[src/rtl/uart_tx_cfg.sv]
// Configurable UART transmitter with a small transmit FIFO.
// Frames are start, DATA_BITS data bits LSB first, optional parity bit, then STOP_BITS stop bits.
module uart_tx_cfg #(
    parameter int unsigned CLK_DIV    = 286,
    parameter int unsigned DATA_BITS  = 8,
    parameter int unsigned PARITY     = 0,
    parameter int unsigned STOP_BITS  = 1,
    parameter int unsigned FIFO_DEPTH = 4
) (
    input  logic                               clk,
    input  logic                               rst,
    input  logic [DATA_BITS-1:0]               data,
    input  logic                               data_valid,
    output logic                               data_ready,
    output logic                               tx,
    output logic                               busy,
    output logic [$clog2(FIFO_DEPTH+1)-1:0]    fifo_level
);

    localparam int unsigned LW = $clog2(FIFO_DEPTH + 1);
    localparam int unsigned AW = $clog2(FIFO_DEPTH);
    localparam int unsigned CW = $clog2(CLK_DIV);

    if (CLK_DIV < 2 || CLK_DIV > 65535) begin : g_bad_clk_div
        $error("uart_tx_cfg: CLK_DIV must be 2..65535");
    end
    if (DATA_BITS < 5 || DATA_BITS > 8) begin : g_bad_data_bits
        $error("uart_tx_cfg: DATA_BITS must be 5..8");
    end
    if (PARITY > 2) begin : g_bad_parity
        $error("uart_tx_cfg: PARITY must be 0, 1 or 2");
    end
    if (STOP_BITS < 1 || STOP_BITS > 2) begin : g_bad_stop_bits
        $error("uart_tx_cfg: STOP_BITS must be 1 or 2");
    end
    if (FIFO_DEPTH < 2 || FIFO_DEPTH > 16 || (FIFO_DEPTH & (FIFO_DEPTH - 1)) != 0) begin : g_bad_depth
        $error("uart_tx_cfg: FIFO_DEPTH must be a power of two in 2..16");
    end

    typedef enum logic [2:0] {
        S_IDLE,
        S_START,
        S_DATA,
        S_PARITY,
        S_STOP
    } state_t;

    state_t                 state_q;
    logic [CW-1:0]          baud_q;
    logic [2:0]             bit_q;
    logic [DATA_BITS-1:0]   shreg_q;
    logic                   par_q;
    logic                   tx_q;

    logic [DATA_BITS-1:0]   mem_q [FIFO_DEPTH];
    logic [AW-1:0]          wr_ptr_q;
    logic [AW-1:0]          rd_ptr_q;
    logic [LW-1:0]          level_q;
    logic [LW-1:0]          level_d;

    logic                   push;
    logic                   pop;
    logic                   baud_wrap;
    logic                   stop_last;
    logic [DATA_BITS-1:0]   head;
    logic                   head_par;

    assign data_ready = (level_q < LW'(FIFO_DEPTH));
    assign push       = data_valid && data_ready;
    assign baud_wrap  = (baud_q == CW'(CLK_DIV - 1));
    assign stop_last  = (state_q == S_STOP) && baud_wrap && (bit_q == 3'(STOP_BITS - 1));
    // A pop happens when idle or at the very end of a frame, so frames run back-to-back.
    assign pop        = (level_q != '0) && ((state_q == S_IDLE) || stop_last);
    assign head       = mem_q[rd_ptr_q];
    assign head_par   = (^head) ^ (PARITY == 1);

    always_comb begin
        level_d = level_q;
        if (push && !pop) begin
            level_d = level_q + LW'(1);
        end else if (!push && pop) begin
            level_d = level_q - LW'(1);
        end
    end

    always_ff @(posedge clk) begin
        if (push) begin
            mem_q[wr_ptr_q] <= data;
        end
    end

    always_ff @(posedge clk) begin
        if (rst) begin
            wr_ptr_q <= '0;
            rd_ptr_q <= '0;
            level_q  <= '0;
        end else begin
            if (push) wr_ptr_q <= wr_ptr_q + AW'(1);
            if (pop)  rd_ptr_q <= rd_ptr_q + AW'(1);
            level_q <= level_d;
        end
    end

    always_ff @(posedge clk) begin
        if (rst) begin
            state_q <= S_IDLE;
            baud_q  <= '0;
            bit_q   <= '0;
            shreg_q <= '0;
            par_q   <= 1'b0;
            tx_q    <= 1'b1;
        end else begin
            if (state_q != S_IDLE) begin
                baud_q <= baud_wrap ? '0 : baud_q + CW'(1);
            end
            case (state_q)
                S_IDLE: begin
                    baud_q <= '0;
                    if (pop) begin
                        state_q <= S_START;
                        shreg_q <= head;
                        par_q   <= head_par;
                        tx_q    <= 1'b0;
                    end
                end
                S_START: begin
                    if (baud_wrap) begin
                        state_q <= S_DATA;
                        bit_q   <= '0;
                        tx_q    <= shreg_q[0];
                    end
                end
                S_DATA: begin
                    if (baud_wrap) begin
                        if (bit_q == 3'(DATA_BITS - 1)) begin
                            bit_q <= '0;
                            if (PARITY != 0) begin
                                state_q <= S_PARITY;
                                tx_q    <= par_q;
                            end else begin
                                state_q <= S_STOP;
                                tx_q    <= 1'b1;
                            end
                        end else begin
                            bit_q   <= bit_q + 3'd1;
                            shreg_q <= shreg_q >> 1;
                            tx_q    <= shreg_q[1];
                        end
                    end
                end
                S_PARITY: begin
                    if (baud_wrap) begin
                        state_q <= S_STOP;
                        bit_q   <= '0;
                        tx_q    <= 1'b1;
                    end
                end
                S_STOP: begin
                    if (baud_wrap) begin
                        if (stop_last) begin
                            bit_q <= '0;
                            if (pop) begin
                                state_q <= S_START;
                                shreg_q <= head;
                                par_q   <= head_par;
                                tx_q    <= 1'b0;
                            end else begin
                                state_q <= S_IDLE;
                                tx_q    <= 1'b1;
                            end
                        end else begin
                            bit_q <= bit_q + 3'd1;
                        end
                    end
                end
                default: begin
                    state_q <= S_IDLE;
                    tx_q    <= 1'b1;
                end
            endcase
        end
    end

    assign tx         = tx_q;
    assign busy       = (state_q != S_IDLE) || (level_q != '0);
    assign fifo_level = level_q;

endmodule

[config.mk]
export PLATFORM = sky130hd
export DESIGN_NAME = uart_tx_cfg
export DESIGN_NICKNAME = d
export VERILOG_FILES = /design/src/rtl/uart_tx_cfg.sv
export SDC_FILE = /design/constraint.sdc
export NUM_CORES = 1
export LEC_CHECK = 0
export CAP_MARGIN = 30
export CORE_ASPECT_RATIO = 0.8
export CORE_MARGIN = 3
export CORE_UTILIZATION = 50
export CTS_BUF_LIST = sky130_fd_sc_hd__clkbuf_4 sky130_fd_sc_hd__clkbuf_8 sky130_fd_sc_hd__clkbuf_16
export CTS_CLUSTER_DIAMETER = 80
export DETAILED_ROUTE_END_ITERATION = 10
export GPL_ROUTABILITY_DRIVEN = 0
export HOLD_SLACK_MARGIN = 0.1
export PLACE_DENSITY = 0.71
export SLEW_MARGIN = 20
export SYNTH_ARGS = -nofsm -noshare
export SYNTH_HDL_FRONTEND = slang
export SYNTH_SLANG_ARGS = --single-unit
[constraint.sdc]
create_clock -name clk -period 2.7 [get_ports clk]
set_clock_uncertainty 0.2 [all_clocks]
set_input_delay 0.27 -clock clk [delete_from_list [all_inputs] [get_ports clk]]
set_output_delay 0.27 -clock clk [all_outputs]
set_load 0.01 [all_outputs]
# Word level (Yosys, flattened, before mapping)
# Memories as Yosys holds them, arrays and structs flattened. A register that Yosys moved wholly into a read port is not among the register bits.
# Cells that the tools add are included.
[totals] ff_bits=31 ramBits=32 in_bits=11 wordCells=91 memories=1
[op_classes] n_addsub=6 magnitude_cmp=1 n_eq_ne=15 muxes=37 reduce_logical=23
[memory_table] name="mem_q" depth=4 width=8 read_ports=1 rd_ports_with_merged_regs=1 wr=1 line="55" source="logic [DATA_BITS-1:0] mem_q [FIFO_DEPTH];"
[op_table] cell="$mux W3" n=14
[op_table] cell="$mux W8" n=5
[op_table] cell="$pmux W8 S3" n=1
[op_table] cell="$ne A2 B2 Y1 const B" n=8
[op_table] cell="$pmux W3 S5" n=1
[op_table] cell="$reduce_bool A3 Y1" n=4
[op_table] cell="$mux W1" n=11
[op_table] cell="$add A9 B1 Y9 const B" n=1
[op_table] cell="$eq A9 B9 Y1 const B" n=1
[op_table] cell="$mux W9" n=1
[op_table] cell="$pmux W3 S3" n=1
[op_table] cell="$reduce_and A7 Y1" n=1
[op_table] cell="$add A3 B1 Y3 const B" n=2
[op_table] cell="$eq A3 B2 Y1 const B" n=2
[op_table] cell="$eq A3 B3 Y1 const B" n=2
[op_table] cell="$logic_and A1 B1 Y1" n=6
[op_table] cell="$logic_not A3 Y1" n=2
[op_table] cell="$reduce_and A6 Y1" n=1
[op_table] cell="$pmux W1 S5" n=1
[op_table] cell="$reduce_and A5 Y1" n=1
[op_table] cell="$add A2 B1 Y2 const B" n=2
[op_table] cell="$mux W2" n=2
[op_table] cell="$reduce_and A4 Y1" n=1
[op_table] cell="$reduce_or A2 Y1" n=2
[op_table] cell="other kinds (7)" n=9

# Logic depth before layout (Yosys ltp)
[depth] depth_word=9 mapped_depth=11 ltp_nobuf=11

# Least setup slack after synthesis
# No wires, ideal clock.
[synth_path] path_kind="reg-to-reg" from="register baud_q[1]" to="register level_q[2] (netlist: fifo_level[2])" arrival_ns=2.243 path_slack_ns=0.186 path_stages_with_launch=12 path_buffers=0 period_less_slack_ns=2.514 path_cell_list="dfxtp_1 inv_1 ha_1 and2_1 nand4_4 a21o_1 ha_1 inv_1 fa_1 xor2_1 or3_1 a21oi_1"
[synth_via] elab_chain_cells=8
[synth_rtl] item="from (decl)" line="49" source="logic [CW-1:0] baud_q;"
[synth_rtl] item="from (signal assigned)" line="114" source="baud_q <= baud_wrap ? '0 : baud_q + CW'(1);"
[synth_rtl] item="$eq A9 B9 Y1 *" line="70" source="assign baud_wrap = (baud_q == CW'(CLK_DIV - 1));"
[synth_rtl] item="$logic_and A1 B1 Y1 * (2 in a row)" line="71" source="assign stop_last = (state_q == S_STOP) && baud_wrap && (bit_q == 3'(STOP_BITS - 1));"
[synth_rtl] item="$logic_or A1 B1 Y1 *" line="73" source="assign pop = (level_q != '0) && ((state_q == S_IDLE) || stop_last);"
[synth_rtl] item="$logic_and A1 B1 Y1 *" line="73"
[synth_rtl] item="$logic_not A1 Y1" line="79" source="if (push && !pop) begin"
[synth_rtl] item="$logic_and A1 B1 Y1" line="79"
[synth_rtl] item="$mux W3 / $reduce_bool A2 Y1 (equally long branches)"
[synth_rtl] item="to (signal assigned)" line="100" source="level_q <= level_d;"
[synth_rtl] item="to (decl)" line="58" source="logic [LW-1:0] level_q;"
# Every way passes the cells marked *; elsewhere a longest branch is shown, timed or not.
# A chain may end at the register's enable or synchronous reset.

# Final worst setup path
[layout_path] from="register baud_q[0]" to="register level_q[2] (netlist: fifo_level[2])"
# The elaborated chain is that of the path after synthesis.

==> run summary <==
N_diodes: 0
Top Ports: 17
CP max stage delay: 0.37 ns
Power Density: 898 nW/um2
CP endpoint kind: flop
RSZ-0062 raised after global routing: false
Worst-margin pin slew: 0.509 ns
Max Cap Violations: 0
TritonRoute pass-1 iters: 4
Vias in the first global route: 1750
Layout Utilization: 61.6%
Crit path arrival time: 2.64 ns
Hold Crit Class: flop to flop
Post-Place Cell Area: 3200 um2
DR iter-0 viols: 103
Final worst slack: 0.139 ns
Placed Cells: 329
Power Total: 3.07 mW
Routed wire length per instance: 14.9 um
Most common cell after layout, fill and taps aside: dfxtp_1
Total CTS buffers: 9
Most frequent cells in the layout: dfxtp_1, edfxtp_1, nor2_1
Root Driver: clkbuf_8
Via density: 5.33
Detailed placer's ending HPWL: 3660 um
Core footprint: 5560 um2
H-tree levels: 3
Starting Density: 52.6%
Most used cell along the critical path: ha_1
Part of the cycle the worst path needs: 94.8%
Part of the power in registers: 42.7%
Asr flop ratio synth: 0%
ANT nets after route: 0
Clk buf depth: 2
Area contributors post-synth: edfxtp_1, dfxtp_1, mux4_2
Tmin final: 2.56 ns
Critical Path Start Type: flop
Global-route usage over all layers: 16.9%
DRC viols: 0
Sw Pwr: 971 uW
Final setup fails: 0
Setup TNS: 0 ns
Outcome: complete, no violations
Rel. slew slack: 66.0%
Clock share of power: 26.6%
Reg area: 1620 um2
Syn_nets: 256
Primary FF master, synth: dfxtp_1
Area of the multi-input gates: 1210 um2
Switching portion of total power: 31.6%
Worst setup path class: flop to flop
Clock sinks: 65
# port buffers: 16
Die Ht: 74.4 um
Share of cells above drive strength 1: 18.6%
Worst-Skew Late Latency: 0.34 ns
Setup WS pre-CTS: 0.122 ns
Fill count: 420
Final hold slack: 0.277 ns
Die width: 91.5 um
Max IR drop VDD: 0.000482 V
Final Max Tran Viols: 0
Mean Syn Cell Area: 12.5 um2
Power share of the combinational group: 30.6%
Cells after Synth: 234
Final Hold Fails: 0
Post-Syn Area: 2920 um2
CTS tree: yes
Unique cell type count in the Yosys netlist: 44
Total leakage power: 1.20 nW
Cell Count, Final, Fillers Out: 347
Row Count: 24
GRT Residual Overflow: 0
Final Instance Area: 3420 um2
Die ar.: 6800 um2
Clock transition at the registers of the reported paths: 0.08 ns
Routed WL: 5180 um
Sequential element share of the synthesized area: 55.5%
Int Power: 2.10 mW
Post-synth top area share: 32.9%
Required time of the critical path: 2.78 ns
Area delta synth->final: 17.1%
Max Fclk: 391 MHz
EDFF count, synth: 32
Via total after detailed routing: 1851
First-pass GRT wire length: 8620 um
Yosys warning total: 0
Initial antenna violation count: 0
Fin nets: 286
Yosys top cell by area: edfxtp_1
Critical path peak fanout: 6
Synth Register Bits: 65
Largest net degree at the start of global routing: 24
CP cell instances: ha_1 > and2_1 > nand4_4 > a21o_1 > ha_1 > inv_1 > fa_1 > xor2_1 > or3_1 > a21oi_1
Slowest cell on the critical path: fa_1
-- state kept, by name (all words and copies together) (netlist names), named ones only --
name and flops:
wr_ptr_q 2, shreg_q 8, bit_q 3, fifo_level 3, tx 1, mem_q 32
baud_q 9, state_q 3, rd_ptr_q 2
-- metal layers --
metal	routed length, um	part of all wire (%)	global-route usage (%)
met5	0	0	0
met3	289	5.6	6.37
met1	2550	49	24.5
met4	25	0.48	5.52
met2	2310	45	23.3
-- timing repair --
| action | in CTS | in global routing |
|---|---|---|
| resized for setup | 0 | 1 |
| setup buffers | 0 | 2 |
| hold buffers | 0 | 0 |
| endpoints found under the setup margin | 0 | 1 |
-- cells by family (layout without fill, tap and decap cells) --
| kind of cell | after synthesis | count (layout) | synth area share [%] |
|---|---|---|---|
| AOI/OAI and AO/OA | 36 | 36 | 9.42 |
| buffers and inverters | 20 | 55 | 3.30 |
| adders and majority gates | 11 | 11 | 4.97 |
| and+or+nand+nor | 73 | 73 | 14.0 |
| muxes | 17 | 17 | 9.25 |
| xor gates and xnor gates | 12 | 12 | 3.60 |
| DFF | 65 | 65 | 55.5 |
-- final cells by class --
cell class	instances	area share (%)
clock buffer	9	3.62
timing repair buffer	29	7.53
multi-input combinational	149	35.3
inverter	10	1.10
sequential	65	47.4
tap	78	2.85
clock inverter	7	2.23
-- synth_stat cells (3+ instances only) --
master	n
nand3_1	12
and2_1	6
mux2i_1	9
or3_1	3
and3_1	4
xnor2_1	4
nor3_1	3
inv_1	10
dfxtp_1	33
o21ai_0	4
nor2b_1	3
clkbuf_1	5
edfxtp_1	32
mux4_2	8
a21oi_1	13
nand2_1	8
nor2_1	24
xor2_1	8
a311oi_1	5
ha_1	10
-- worst max-delay path, delay by kind of cell (launching register included) --
kind            cells  cell delay [ns]
fa+ha+maj           3             0.77
simple gates        3             0.63
flops               1             0.36
compound gates      2             0.30
xor+xnor            1             0.17
buf+inv             1             0.06
-- worst paths after layout --
path,start,end,slack (ns),cells after the start
worst min register to register,bit_q[1],bit_q[1],0.28,2
worst max-delay path,baud_q[0],fifo_level[2],0.14,10
worst max register to register,baud_q[0],fifo_level[2],0.14,10
worst min-delay path,bit_q[1],bit_q[1],0.28,2
-- power by group through the flow --
stage | Sequential [mW] | Combinational [mW] | Clock [mW]
floorplan | 1.30 | 0.689 | 0
global placement | 1.33 | 0.893 | 0
detailed placement | 1.33 | 0.914 | 0
CTS | 1.32 | 0.913 | 0.838
global route | 1.34 | 1.04 | 0.890
finish | 1.31 | 0.941 | 0.818
No activity file was read; power rests on OpenSTA's default activity.
